<file path="src/rtl/regfile_sb_pkg.sv">
// Shared sizing for the decode stage and the register file, so both sides
// agree on word width, register-name width and register count.
package regfile_sb_pkg;

    // Default data word width.
    localparam int W_WORD_DFLT = 16;
    // Default register name width.
    localparam int W_RD_DFLT   = 3;
    // Default register count; always 2**W_RD so every name is a real register.
    localparam int NREG_DFLT   = 8;

    // Width of a busy counter able to hold 0..nreg inclusive.
    function automatic int cnt_width(input int w_rd);
        return w_rd + 1;
    endfunction

endpackage

</file>
<file path="src/rtl/regfile_scoreboard.sv">
// Reservation scoreboard: one pending-write bit per register, a busy counter
// that tracks the number of set bits, and a sticky protocol-error flag.
// Reserve beats a same-edge writeback to the same register.
module regfile_scoreboard
    import regfile_sb_pkg::*;
#(
    parameter int W_RD = W_RD_DFLT,
    parameter int NREG = NREG_DFLT
) (
    input  logic            clk,
    input  logic            rst,
    input  logic [W_RD-1:0] rsv_name,
    input  logic            rsv_req,
    input  logic            wb_we,
    input  logic [W_RD-1:0] wb_name,
    output logic [NREG-1:0] rsv_vec,
    output logic [W_RD:0]   busy_cnt,
    output logic            err
);

    logic [NREG-1:0] rsv_r;
    logic [NREG-1:0] rsv_nxt_s;
    logic [NREG-1:0] set_mask_s;
    logic [NREG-1:0] clr_mask_s;
    logic [W_RD:0]   cnt_r;
    logic [W_RD:0]   cnt_nxt_s;
    logic            err_r;
    logic            same_s;
    logic            inc_s;
    logic            dec_s;
    logic            viol_a_s;
    logic            viol_b_s;

    // Next reservation vector, counter delta and protocol-violation detection.
    always_comb begin
        same_s     = wb_we && (wb_name == rsv_name);
        set_mask_s = {NREG{rsv_req}} & ({{(NREG-1){1'b0}}, 1'b1} << rsv_name);
        clr_mask_s = {NREG{wb_we}}   & ({{(NREG-1){1'b0}}, 1'b1} << wb_name);
        // Set is applied after clear so a same-register reserve wins.
        rsv_nxt_s  = (rsv_r & ~clr_mask_s) | set_mask_s;
        inc_s      = rsv_req && !rsv_r[rsv_name];
        // A writeback that a same-edge reserve immediately re-arms frees nothing.
        dec_s      = wb_we && rsv_r[wb_name] && !(rsv_req && same_s);
        viol_a_s   = rsv_req && rsv_r[rsv_name] && !same_s;
        viol_b_s   = wb_we && !rsv_r[wb_name];
        case ({inc_s, dec_s})
            2'b10:   cnt_nxt_s = cnt_r + {{W_RD{1'b0}}, 1'b1};
            2'b01:   cnt_nxt_s = cnt_r - {{W_RD{1'b0}}, 1'b1};
            default: cnt_nxt_s = cnt_r;
        endcase
    end

    // Scoreboard state; the error flag is sticky until reset.
    always_ff @(posedge clk or negedge rst) begin
        if (!rst) begin
            rsv_r <= {NREG{1'b0}};
            cnt_r <= {(W_RD+1){1'b0}};
            err_r <= 1'b0;
        end else begin
            rsv_r <= rsv_nxt_s;
            cnt_r <= cnt_nxt_s;
            err_r <= err_r | viol_a_s | viol_b_s;
        end
    end

    assign rsv_vec  = rsv_r;
    assign busy_cnt = cnt_r;
    assign err      = err_r;

endmodule

</file>
<file path="src/rtl/regfile_sb.sv">
// General-purpose register file with per-register reservation scoreboard,
// serving the decode stage's register interface. Reads are combinational.
// Optional macro REGFILE_WB_BYPASS_EN forwards a same-cycle writeback onto
// the read ports and shows the register as no longer reserved.
module regfile_sb
    import regfile_sb_pkg::*;
#(
    parameter int W_WORD = W_WORD_DFLT,
    parameter int W_RD   = W_RD_DFLT,
    parameter int NREG   = NREG_DFLT
) (
    input  logic              clk,
    input  logic              rst,
    input  logic [W_RD-1:0]   rd_name_i,
    input  logic [W_RD-1:0]   rs_name_i,
    input  logic              rd_reserve_i,
    output logic [W_WORD-1:0] rd_data_o,
    output logic [W_WORD-1:0] rs_data_o,
    output logic              rd_reserved_o,
    output logic              rs_reserved_o,
    input  logic              wb_we_i,
    input  logic [W_RD-1:0]   wb_name_i,
    input  logic [W_WORD-1:0] wb_data_i,
    output logic [W_RD:0]     busy_cnt_o,
    output logic              err_o
);

    logic [W_WORD-1:0] mem_r [NREG];
    logic [NREG-1:0]   rsv_s;

    regfile_scoreboard #(
        .W_RD (W_RD),
        .NREG (NREG)
    ) u_scoreboard (
        .clk      (clk),
        .rst      (rst),
        .rsv_name (rd_name_i),
        .rsv_req  (rd_reserve_i),
        .wb_we    (wb_we_i),
        .wb_name  (wb_name_i),
        .rsv_vec  (rsv_s),
        .busy_cnt (busy_cnt_o),
        .err      (err_o)
    );

    // Data array: writeback stores unconditionally, even when flagged as a violation.
    always_ff @(posedge clk or negedge rst) begin
        if (!rst) begin
            for (int i = 0; i < NREG; i++) begin
                mem_r[i] <= {W_WORD{1'b0}};
            end
        end else if (wb_we_i) begin
            mem_r[wb_name_i] <= wb_data_i;
        end
    end

    // Read muxes for the two decode ports, with optional writeback forwarding.
    always_comb begin
        rd_data_o     = mem_r[rd_name_i];
        rs_data_o     = mem_r[rs_name_i];
        rd_reserved_o = rsv_s[rd_name_i];
        rs_reserved_o = rsv_s[rs_name_i];
`ifdef REGFILE_WB_BYPASS_EN
        if (wb_we_i && (wb_name_i == rd_name_i)) begin
            rd_data_o     = wb_data_i;
            rd_reserved_o = 1'b0;
        end else begin
            rd_data_o     = mem_r[rd_name_i];
            rd_reserved_o = rsv_s[rd_name_i];
        end
        if (wb_we_i && (wb_name_i == rs_name_i)) begin
            rs_data_o     = wb_data_i;
            rs_reserved_o = 1'b0;
        end else begin
            rs_data_o     = mem_r[rs_name_i];
            rs_reserved_o = rsv_s[rs_name_i];
        end
`else
        if (wb_we_i) begin
            // Stored state only; the new value appears after the edge.
            rd_data_o = mem_r[rd_name_i];
        end else begin
            rd_data_o = mem_r[rd_name_i];
        end
`endif
    end

endmodule

</file>
<file path="config.mk">
export PLATFORM = sky130hd
export DESIGN_NAME = regfile_sb
export DESIGN_NICKNAME = d
export VERILOG_FILES = /design/src/rtl/regfile_sb_pkg.sv /design/src/rtl/regfile_scoreboard.sv /design/src/rtl/regfile_sb.sv
export SDC_FILE = /design/constraint.sdc
export NUM_CORES = 1
export LEC_CHECK = 0
export CORE_MARGIN = 2
export CORE_UTILIZATION = 63
export DETAILED_ROUTE_END_ITERATION = 10
export PLACE_DENSITY_LB_ADDON = 0.12
export SYNTH_ARGS = -nofsm -noshare
export SYNTH_HDL_FRONTEND = slang
export SYNTH_SLANG_ARGS = --single-unit
</file>
<file path="constraint.sdc">
create_clock -name clk -period 7.2 [get_ports clk]
set_input_delay 0.72 -clock clk [delete_from_list [all_inputs] [get_ports clk]]
set_output_delay 0.72 -clock clk [all_outputs]
set_load 0.005 [all_outputs]
</file>
==> impl_results.md <==
- CP cell instances: clkdlybuf4s50_1 -> mux2_2 -> clkdlybuf4s50_1
- Seq/Total Area, Yosys: 0.459
- Most Frequent Cell on Critical Path: clkdlybuf4s50_1
- CP Launch Type: primary input
- Final Setup Violations: 0
- Placement Setup Slack: 3430 ps
- Leakage: 3.71 nW
- Clock Power Share: 0.349
- Placer Congestion: 0.809
- FILL cells: 724
- First-pass GRT wire length: 27.4 mm
- Vias: 4560
- Drc violations: 0
- Status: completed
- Tmin final: 3630 ps
- Cell count after synthesis: 467
- Slew margin rel.: 0.190
- Reg clk slew, reported paths: 60 ps
- Total CTS buffers: 17
- Drt first-iter violations: 317
- Drt pass-1 iters: 4
- Post-synthesis sequential element count: 141
- Max-slew violations: 0
- # rows: 40
- # diodes: 0
- Synthesized area: 7680 µm²
- Unrepaired setup endpoints after global routing: no
- Peak VDD IR: 194 µV
- Post-CTS setup buffers: 0
- Setup TNS: 0 ps
- I/O pin count: 68
- Initial core utilization: 0.642
- IO buf count: 67
- Clock sink count: 141
- Overall Global Routing Usage: 0.282
- Unique masters post-synth: 35
- Final Hold Fails: 0
- Syn avg cell area: 16.5 µm²
- CTS H-tree depth: 4
- CP top delay family: buffers and inverters
- Largest net degree at the start of global routing: 79
- Worst path bufs/invs: 2
- Sw frac: 0.249
- Core area: 12000 µm²
- Switching power total: 0.692 mW
- Max Root-Sink Buffers: 2
- DP HPWL: 9.58 mm
- Power Density: 308 nW/µm²
- CP required: 6480 ps
- CP Max Fanout: 17
- DRT antenna net count: 0
- Vias in the first global route: 4939
- CTS tree: done
- Slowest cell on crit path: clkdlybuf4s50_1
- Net Count, Synth: 499
- Maximum clock rate: 275 MHz
- Sequential share of power: 0.401
- Die height: 114 µm
- Initial antenna violation count: 0
- WHS: 461 ps
- Die width: 114 µm
- Yosys warns: 0
- Total wire length: 16.9 mm
- Cts hold-fix bufs: 0
- Gate power share: 0.250
- Worst-Margin Slew: 1210 ps
- Via/cell ratio: 6.62
- Die Area: 13100 µm²
- Max Cap Viol: 0
- Worst Path Class, Setup: primary input to primary output
- Final setup skew: 4.66 ps
- Mean routed wirelength per cell: 24.6 µm
- PnR worst setup slack: 3570 ps
- Final period utilization: 0.505
- Hold WC Path Type: primary input to asynchronous set/reset pin
- Worst-skew pair later-pin latency: 420 ps
- Worst path max stage delay: 1270 ps
- Layout area overhead: 17.5%
- CTS Root Cell: clkbuf_16
- Net count, final: 561
- Final Util: 0.755
- Internal power: 2.09 mW
- Reg-to-reg slack, setup: 4580 ps
- Total gr overflow: 0
- CP Capture Type: primary output
- Critical Path AT: 2910 ps
- Post-cts sizing count: 0
- Share of post-route cells with drive strength above 1: 0.496
## through the flow
stage | power (mW) | cells | area, µm²
after global placement | 1.78 | 657 | 8370
final | 2.78 | 689 | 9030
after CTS | 2.80 | 689 | 9030
after detailed placement | 1.82 | 657 | 8370
after floorplan | 1.54 | 467 | 7680
after global routing | 2.91 | 689 | 9030
## layout make-up
type / instances / area, µm² / share of cell area
clock buffer: 21 / 470 / 0.0521
timing repair buffer: 76 / 726 / 0.0804
clock inverter: 11 / 188 / 0.0208
multi-input combinational: 288 / 3920 / 0.434
tap: 147 / 184 / 0.0204
inverter: 5 / 18.8 / 0.00208
sequential: 141 / 3530 / 0.391
## placed cells by master (no fill, tap or decap), drive strengths merged
cell	instances
nand3b	1
o21bai	1
o22ai	2
nand2	9
a211oi	1
mux4	70
clkdlybuf4s50	64
clkinv	3
nor2	2
clkbuf	21
dfrtp	141
mux2	163
a21oi	2
nand4	2
o21ai	4
clkinvlp	3
o32ai	2
ha	3
bufinv	5
buf	12
mux2i	1
a31oi	1
xor2	3
nor3	2
xnor2	5
inv	5
nand2b	7
nor3b	3
nand4b	4
## synth_stat cells
| master | instances | area (µm²) |
|---|---|---|
| nor3b_4 | 2 | 37.5 |
| clkbuf_1 | 9 | 33.8 |
| mux4_1 | 16 | 420 |
| nor3_4 | 1 | 16.3 |
| nand2b_4 | 1 | 13.8 |
| o21ai_0 | 4 | 20.0 |
| nand4b_1 | 1 | 8.76 |
| buf_12 | 3 | 60.1 |
| nand2b_1 | 6 | 37.5 |
| inv_1 | 5 | 18.8 |
| o32ai_1 | 2 | 17.5 |
| buf_2 | 14 | 70.1 |
| nand2_1 | 9 | 33.8 |
| mux2i_1 | 1 | 10.0 |
| nand4_1 | 1 | 6.26 |
| a21oi_1 | 2 | 10.0 |
| buf_6 | 2 | 22.5 |
| ha_1 | 3 | 37.5 |
| nand4_2 | 1 | 12.5 |
| mux2_2 | 163 | 1840 |
| nor3_2 | 1 | 10.0 |
| o22ai_1 | 2 | 12.5 |
| mux4_2 | 54 | 1220 |
| xnor2_1 | 5 | 43.8 |
| nand3b_1 | 1 | 7.51 |
| o21bai_1 | 1 | 7.51 |
| buf_4 | 4 | 30.0 |
| nand4b_2 | 3 | 45.0 |
| a31oi_1 | 1 | 6.26 |
| a211oi_1 | 1 | 7.51 |
| xor2_1 | 3 | 26.3 |
| buf_1 | 1 | 3.75 |
| dfrtp_1 | 141 | 3530 |
| nor3b_1 | 1 | 7.51 |
| nor2_1 | 2 | 7.51 |
## routing by layer
metal,up-vias,part of all wire,global-route usage
met2,138,0.52,0.460
met1,2435,0.42,0.388
li1,1962,-,-
met4,0,0.016,0.0959
met3,25,0.048,0.0545
met5,-,0,0
## worst paths after layout
kind,from,end,depth (start not counted)
max,rs_name_i[2],rs_data_o[14],3
min,rst,u_scoreboard.err$_DFF_PN0_,1
max reg2reg,u_scoreboard.rsv_vec[5]$_DFF_PN0_,u_scoreboard.busy_cnt[2]$_DFFE_PN0P_,10
min reg2reg,u_scoreboard.busy_cnt[3]$_DFFE_PN0P_,u_scoreboard.busy_cnt[3]$_DFFE_PN0P_,1
max in group asynchronous,rst,mem_r[53]$_DFFE_PN0P_,2
min in group clk,u_scoreboard.busy_cnt[3]$_DFFE_PN0P_,u_scoreboard.busy_cnt[3]$_DFFE_PN0P_,1
## power by group through the flow
| stage | combinational [mW] | sequential (mW) | clock [mW] |
|---|---|---|---|
| 6_report | 0.696 | 1.11 | 0.970 |
| 5_1_grt | 0.750 | 1.14 | 1.02 |
| 4_1_cts | 0.704 | 1.11 | 0.981 |
| 3_3_place_gp | 0.675 | 1.10 | 0 |
| 2_1_floorplan | 0.464 | 1.07 | 0 |
| 3_5_place_dp | 0.695 | 1.12 | 0 |
## registers in the layout, summed over array words and instances, names as in the netlist
register,cells
mem_r,128
u_scoreboard.rsv_vec,8
u_scoreboard.busy_cnt,4
u_scoreboard.err,1
## cell families (layout without fill, tap and decap cells)
group	after synthesis	in the layout	share of synthesized area
AOI/OAI and AO/OA	13	13	0.0106
and+or+nand+nor	30	30	0.0318
adders and majority gates	3	3	0.00489
buffers and inverters	38	113	0.0311
xor gates and xnor gates	8	8	0.00912
DFF	141	141	0.459
muxes	234	234	0.453
## worst register-to-register path: cells and delay by family (launching register included)
kind,cells,cell delay [ps]
flops,1,410
mux,2,810
xor+xnor,3,480
simple gates,2,230
compound gates,1,150
fa+ha+maj,2,430
Power figures use the tool's default switching activity.
